$ cat config.mk
export PLATFORM = sky130hd
export DESIGN_NAME = mic1_exec_ctrl
export DESIGN_NICKNAME = d
export VERILOG_FILES = /design/src/rtl/mic1_exec_ctrl.sv
export SDC_FILE = /design/constraint.sdc
export NUM_CORES = 1
export LEC_CHECK = 0
export BUFFER_PORTS_ARGS = -buffer_cell sky130_fd_sc_hd__buf_4
export CELL_PAD_IN_SITES_DETAIL_PLACEMENT = 2
export CELL_PAD_IN_SITES_GLOBAL_PLACEMENT = 2
export CORE_ASPECT_RATIO = 2
export CORE_MARGIN = 3
export CORE_UTILIZATION = 30
export DETAILED_ROUTE_END_ITERATION = 8
export MAX_ROUTING_LAYER = met4
export PLACE_DENSITY = 0.75
export RECOVER_POWER = 25
export SLEW_MARGIN = 20
export SYNTH_ARGS = -nofsm -noshare
export SYNTH_HDL_FRONTEND = slang
export SYNTH_SLANG_ARGS = --single-unit
$ cat constraint.sdc
create_clock -name clk -period 2.1 [get_ports clk]
set_clock_uncertainty 0.15 [all_clocks]
set_input_delay 0.21 -clock clk [delete_from_list [all_inputs] [get_ports clk]]
set_output_delay 0.21 -clock clk [all_outputs]
set_load 0.01 [all_outputs]
$ cat src/rtl/mic1_exec_ctrl.sv
// mic1_exec_ctrl: run/step/halt execution controller for the Mic-1 core.
// Turns single-cycle button commands into microcycle requests over a
// req/done handshake, guards each request with a watchdog, and drives the
// status LEDs. All outputs are registered.
//
// Optional build macro: MIC1_EXEC_BREAKPOINT_EN adds i_bp_addr/i_bp_enable.
// When enabled, a completed run microcycle whose micro-PC matches the
// breakpoint address ends the run.
//
// state       | meaning
// ------------+-----------------------------------------------------------
// ST_IDLE     | no request outstanding, waiting for run/step command
// ST_STEP_REQ | single-step microcycle requested, waiting for done
// ST_RUN_REQ  | continuous run, microcycle requested, waiting for done
// ST_RUN_GAP  | continuous run, one-cycle gap between requests
// ST_FAULT    | handshake watchdog expired; left only through reset

module mic1_exec_ctrl #(
    parameter int STEP_CNT_W = 4,
    parameter int TIMEOUT_W  = 8,
    parameter int MPC_W      = 9
) (
    input  logic                  clk,
    input  logic                  resetn,
    input  logic                  i_cmd_run,
    input  logic                  i_cmd_step,
    input  logic                  i_cmd_halt,
    input  logic                  i_core_halt,
    input  logic                  i_cyc_done,
    input  logic [MPC_W-1:0]      i_core_mpc,
`ifdef MIC1_EXEC_BREAKPOINT_EN
    input  logic [MPC_W-1:0]      i_bp_addr,
    input  logic                  i_bp_enable,
`endif
    output logic                  o_cyc_req,
    output logic                  o_led_run_status,
    output logic                  o_led_idle,
    output logic                  o_led_fault,
    output logic [STEP_CNT_W-1:0] o_led_step_cnt
);

    typedef enum logic [2:0] {
        ST_IDLE     = 3'd0,
        ST_STEP_REQ = 3'd1,
        ST_RUN_REQ  = 3'd2,
        ST_RUN_GAP  = 3'd3,
        ST_FAULT    = 3'd4
    } state_t;

    // Watchdog trips when the count would reach all-ones, so cyc_req is
    // held for exactly 2**TIMEOUT_W-1 cycles before the fault.
    localparam logic [TIMEOUT_W-1:0] WD_TRIP = {{(TIMEOUT_W-1){1'b1}}, 1'b0};

    state_t                r_state;
    logic                  r_halt_pend;
    logic [TIMEOUT_W-1:0]  r_wd;
    logic [STEP_CNT_W-1:0] r_step_cnt;
    logic                  r_cyc_req;
    logic                  r_led_run;
    logic                  r_led_idle;
    logic                  r_led_fault;

    state_t                w_state_nxt;
    logic                  w_halt_pend_nxt;
    logic [TIMEOUT_W-1:0]  w_wd_nxt;
    logic [STEP_CNT_W-1:0] w_step_cnt_nxt;
    logic                  w_stop;
    logic                  w_bp_hit;

`ifdef MIC1_EXEC_BREAKPOINT_EN
    assign w_bp_hit = i_bp_enable && (i_core_mpc == i_bp_addr);
`else
    logic w_unused_mpc;
    assign w_unused_mpc = ^i_core_mpc;
    assign w_bp_hit     = 1'b0;
`endif

    assign w_stop = r_halt_pend | i_cmd_halt | i_core_halt;

    // Next-state, watchdog, step counter and halt-pending decisions.
    always_comb begin
        w_state_nxt     = r_state;
        w_halt_pend_nxt = r_halt_pend;
        w_wd_nxt        = r_wd;
        w_step_cnt_nxt  = r_step_cnt;

        case (r_state)
            ST_IDLE: begin
                if (!i_core_halt) begin
                    if (i_cmd_step) begin
                        w_state_nxt = ST_STEP_REQ;
                        w_wd_nxt    = '0;
                    end else if (i_cmd_run) begin
                        w_state_nxt = ST_RUN_REQ;
                        w_wd_nxt    = '0;
                    end
                end
            end
            ST_STEP_REQ: begin
                if (i_cyc_done) begin
                    w_step_cnt_nxt = r_step_cnt + 1'b1;
                    w_state_nxt    = ST_IDLE;
                end else begin
                    w_wd_nxt = r_wd + 1'b1;
                    if (r_wd == WD_TRIP) begin
                        w_state_nxt = ST_FAULT;
                    end
                end
            end
            ST_RUN_REQ: begin
                if (i_cyc_done) begin
                    w_step_cnt_nxt = r_step_cnt + 1'b1;
                    w_state_nxt    = (w_stop || w_bp_hit) ? ST_IDLE : ST_RUN_GAP;
                end else begin
                    if (i_cmd_halt) begin
                        w_halt_pend_nxt = 1'b1;
                    end
                    w_wd_nxt = r_wd + 1'b1;
                    if (r_wd == WD_TRIP) begin
                        w_state_nxt = ST_FAULT;
                    end
                end
            end
            ST_RUN_GAP: begin
                if (w_stop) begin
                    w_state_nxt = ST_IDLE;
                end else begin
                    w_state_nxt = ST_RUN_REQ;
                    w_wd_nxt    = '0;
                end
            end
            ST_FAULT: begin
                w_state_nxt = ST_FAULT;
            end
            default: begin
                w_state_nxt = ST_IDLE;
            end
        endcase

        // A pending halt only has meaning while a run is still in progress.
        if (w_state_nxt != ST_RUN_REQ && w_state_nxt != ST_RUN_GAP) begin
            w_halt_pend_nxt = 1'b0;
        end
    end

    // State, counters and registered outputs; outputs decode the next state
    // so they change together with the state register.
    always_ff @(posedge clk) begin
        if (!resetn) begin
            r_state     <= ST_IDLE;
            r_halt_pend <= 1'b0;
            r_wd        <= '0;
            r_step_cnt  <= '0;
            r_cyc_req   <= 1'b0;
            r_led_run   <= 1'b0;
            r_led_idle  <= 1'b1;
            r_led_fault <= 1'b0;
        end else begin
            r_state     <= w_state_nxt;
            r_halt_pend <= w_halt_pend_nxt;
            r_wd        <= w_wd_nxt;
            r_step_cnt  <= w_step_cnt_nxt;
            r_cyc_req   <= (w_state_nxt == ST_STEP_REQ) || (w_state_nxt == ST_RUN_REQ);
            r_led_run   <= (w_state_nxt == ST_RUN_REQ) || (w_state_nxt == ST_RUN_GAP);
            r_led_idle  <= (w_state_nxt == ST_IDLE);
            r_led_fault <= (w_state_nxt == ST_FAULT);
        end
    end

    assign o_cyc_req        = r_cyc_req;
    assign o_led_run_status = r_led_run;
    assign o_led_idle       = r_led_idle;
    assign o_led_fault      = r_led_fault;
    assign o_led_step_cnt   = r_step_cnt;

endmodule

==> summary.txt <==
Critical path
  • Crit Path Class: reg2reg
  • Reg-to-Reg Start: r_halt_pend
  • R2r setup slk: 100 ps
  • Worst Reg-to-Reg Cells: 5
  • Crit start category: flop
  • Worst Path Buf+Inv: 1
  • CP Max Fanout: 7
  • Reg-to-reg endpoint: r_wd[2]
  • Worst path required time: 2150 ps
  • Critical path's slowest cell: a221o_2
  • Worst EP arrival: 2060 ps
  • Top delay family on crit path: simple AND/OR/NAND/NOR gates
  • Crit end category: flop
  • CP Cell Sequence: or3_1 -> a221o_2 -> buf_6 -> or4_4 -> a21oi_2
  • Crit path largest cell delay: 470 ps

Timing
  • Tightest Pin Transition: 421 ps
  • Final Setup Violations: 0
  • Final worst slack: 96.7 ps
  • Max Transition Viols Final: 0
  • Min Tclk post-route: 2000 ps
  • FMAX: 0.499 GHz
  • Setup TNS: 0 ps
  • RSZ-0062 raised after global routing: false
  • Relative slew slack: 0.719
  • Final hold slack: 18.2 ps
  • Final hold vios: 0
  • Final period util: 0.954

Pwr
  • Leakage: 0.480 nW
  • Switching Power: 0.224 mW
  • Sw Share: 0.239
  • Combinational power share: 0.159
  • Clock power frac: 0.412
  • Maximum VDD drop: 0.000393 V
  • Power Density: 735 nW/um^2
  • Sequential fraction of design power: 0.429
  • Total power: 0.938 mW
  • Power Internal: 0.714 mW

GRT
  • Largest net degree at the start of global routing: 17
  • Total global routing overflow: 0
  • GRT Overall Usage: 0.169
  • Initial antenna violation count: 0
  • Vias in the first global route: 1087
  • Wire length of the first global-routing pass: 5020 um

Drt
  • Via density per instance: 5.71
  • Routed wire length: 3070 um
  • DRT iter0 DRCs: 9
  • DR WL/cell: 17.8 um
  • Vias: 988
  • Final ANT Viol Nets: 0
  • DRC violations left: 0
  • DRT Pass-1 Iters: 2

Synthesis
  • Post-Syn Area: 1010 sq um
  • Post-synth EDFFs: 0
  • Synth cell count leaders: dfxtp_1, nor2_1, a21oi_1
  • Asr flop ratio synth: 0
  • Synth unique cells: 39
  • Post-synthesis sequential area ratio: 0.395
  • Largest area contributor in the netlist: dfxtp_1
  • Top cells by area, synth: dfxtp_1, o31ai_1, nor2_1
  • Most common cell in the netlist: dfxtp_1
  • Syn. warnings: 0
  • Mean Syn Cell Area: 8.60 sq um
  • FF+latch count, synth: 20
  • Cells after Synth: 118
  • Top FF cell, synth: dfxtp_1
  • Synth Net Count: 137
  • Post-synth top area share: 0.395

Place
  • Post-DP Area: 1190 sq um
  • Gpl congestion: 0.802
  • PortBufs: 14
  • Place WS: 36.9 ps
  • Detailed Place HPWL: 2360 um

Clock tree
  • Clk slew on worst S/H paths: 80 ps
  • TritonCTS buffer count: 3
  • Max Root-Sink Buffers: 2
  • CTS Hold Bufs: 0
  • Depth of the CTS H-tree: 1
  • CTS root buffer: clkbuf_8
  • CTS tree: done
  • CTS Sinks: 20
  • Worst skew pair latency: 260 ps

Worst hold path
  • Hold Path Stages: 2
  • WHS Endpoint: o_led_idle
  • Hold Crit Class: in2reg
  • Hold_sp: resetn

Floorplan
  • Core ar.: 3190 sq um
  • Die Area: 4160 sq um
  • Die width: 47.1 um
  • Initial Util: 0.318
  • Io pins: 24
  • Chip height: 88.3 um
  • # rows: 29

Finish
  • Multi-input gate area: 577 sq um
  • Post-Layout Inst Area: 1280 sq um
  • FILL cells: 378
  • Register area: 402 sq um
  • P&R area growth vs syn: 25.8%
  • Share of post-route cells with drive strength above 1: 0.197
  • Antenna cell count: 0
  • Layout net count: 162

Status
  • Status: finished, final reports clean

Run
  • Max-cap check violation count: 0
per-stage QoR:
step | utilization | instances
6_report | 0.400 | 173
5_1_grt | 0.400 | 173
4_1_cts | 0.397 | 170
3_5_place_dp | 0.374 | 166
3_3_place_gp | 0.374 | 166
2_1_floorplan | - | 118
area by class of cell:
cell class                      count  area share
Multi-Input combinational cell     88       0.452
Sequential cell                    20       0.315
Timing Repair Buffer               26       0.135
Clock buffer                        3      0.0324
Tap cell                           31      0.0304
Clock inverter                      1      0.0235
Inverter                            4      0.0118
cells by family (layout without fill, tap and decap cells):
family | after synthesis | after routing | synth area share
compound gates | 32 | 32 | 0.212
simple gates | 47 | 47 | 0.256
fa+ha+maj | 3 | 3 | 0.0370
xor+xnor | 4 | 4 | 0.0345
flops | 20 | 20 | 0.395
buf+inv | 10 | 34 | 0.0456
mux | 2 | 2 | 0.0197
state kept, by name, indices dropped and copies added (netlist names):
register	cells
o_cyc_req	1
o_led_fault	1
o_led_run_status	1
r_state	3
o_led_idle	1
o_led_step_cnt	4
r_halt_pend	1
r_wd	8
worst register-to-register path, cell delays in order (launching register included):
cell and delay [ps]:
dfxtp_2 330, or3_1 310, a221o_2 470, buf_6 160, or4_4 410, a21oi_2 120
layout by cell type (no fill, tap or decap), types with 3 or more instances in the layout:
cell      count
or3_1         3
clkbuf_8      3
o21ai_0       5
xor2_1        3
nor2_1       13
and2_1        4
nand4_1       3
buf_4        18
inv_1         4
ha_1          3
clkbuf_1      7
a21oi_1       7
or4_1         4
dfxtp_1      19
nand3_1       5
o31ai_1       7
power groups by stage:
stage                     clock (mW)  sequential, mW  combinational, mW
after floorplan                    0           0.412             0.0738
after global placement             0           0.411              0.132
after detailed placement           0           0.412              0.139
after CTS                      0.401           0.403              0.140
after global routing           0.416           0.405              0.166
final                          0.386           0.403              0.149
layer usage:
| layer | global-route usage | vias to the layer above | share of wire |
|---|---|---|---|
| li1 | - | 485 | - |
| met1 | 0.182 | 490 | 0.39 |
| met5 | - | - | 0 |
| met2 | 0.297 | 9 | 0.58 |
| met3 | 0.0183 | 4 | 0.014 |
| met4 | 0.0680 | 0 | 0.017 |
timing repair:
item / in CTS / in global routing
endpoints found under the hold margin: 0 / 0
gates resized for setup: 0 / 7
endpoints found under the setup margin: 0 / 5
buffers inserted: 0 / 3
how the worst max path moves through the flow:
stage	start	endpoint	slack, ps	depth (start not counted)
finish	r_halt_pend	r_wd[2]	100	5
global route	r_halt_pend	r_wd[2]	20	5
CTS	r_halt_pend	r_wd[3]	20	4
detailed placement	i_core_halt	r_wd[3]	40	5
global placement	r_halt_pend	r_wd[4]	120	4
floorplan	r_halt_pend	r_wd[2]	210	5
Note: power is estimated with default switching activity, not from simulation.
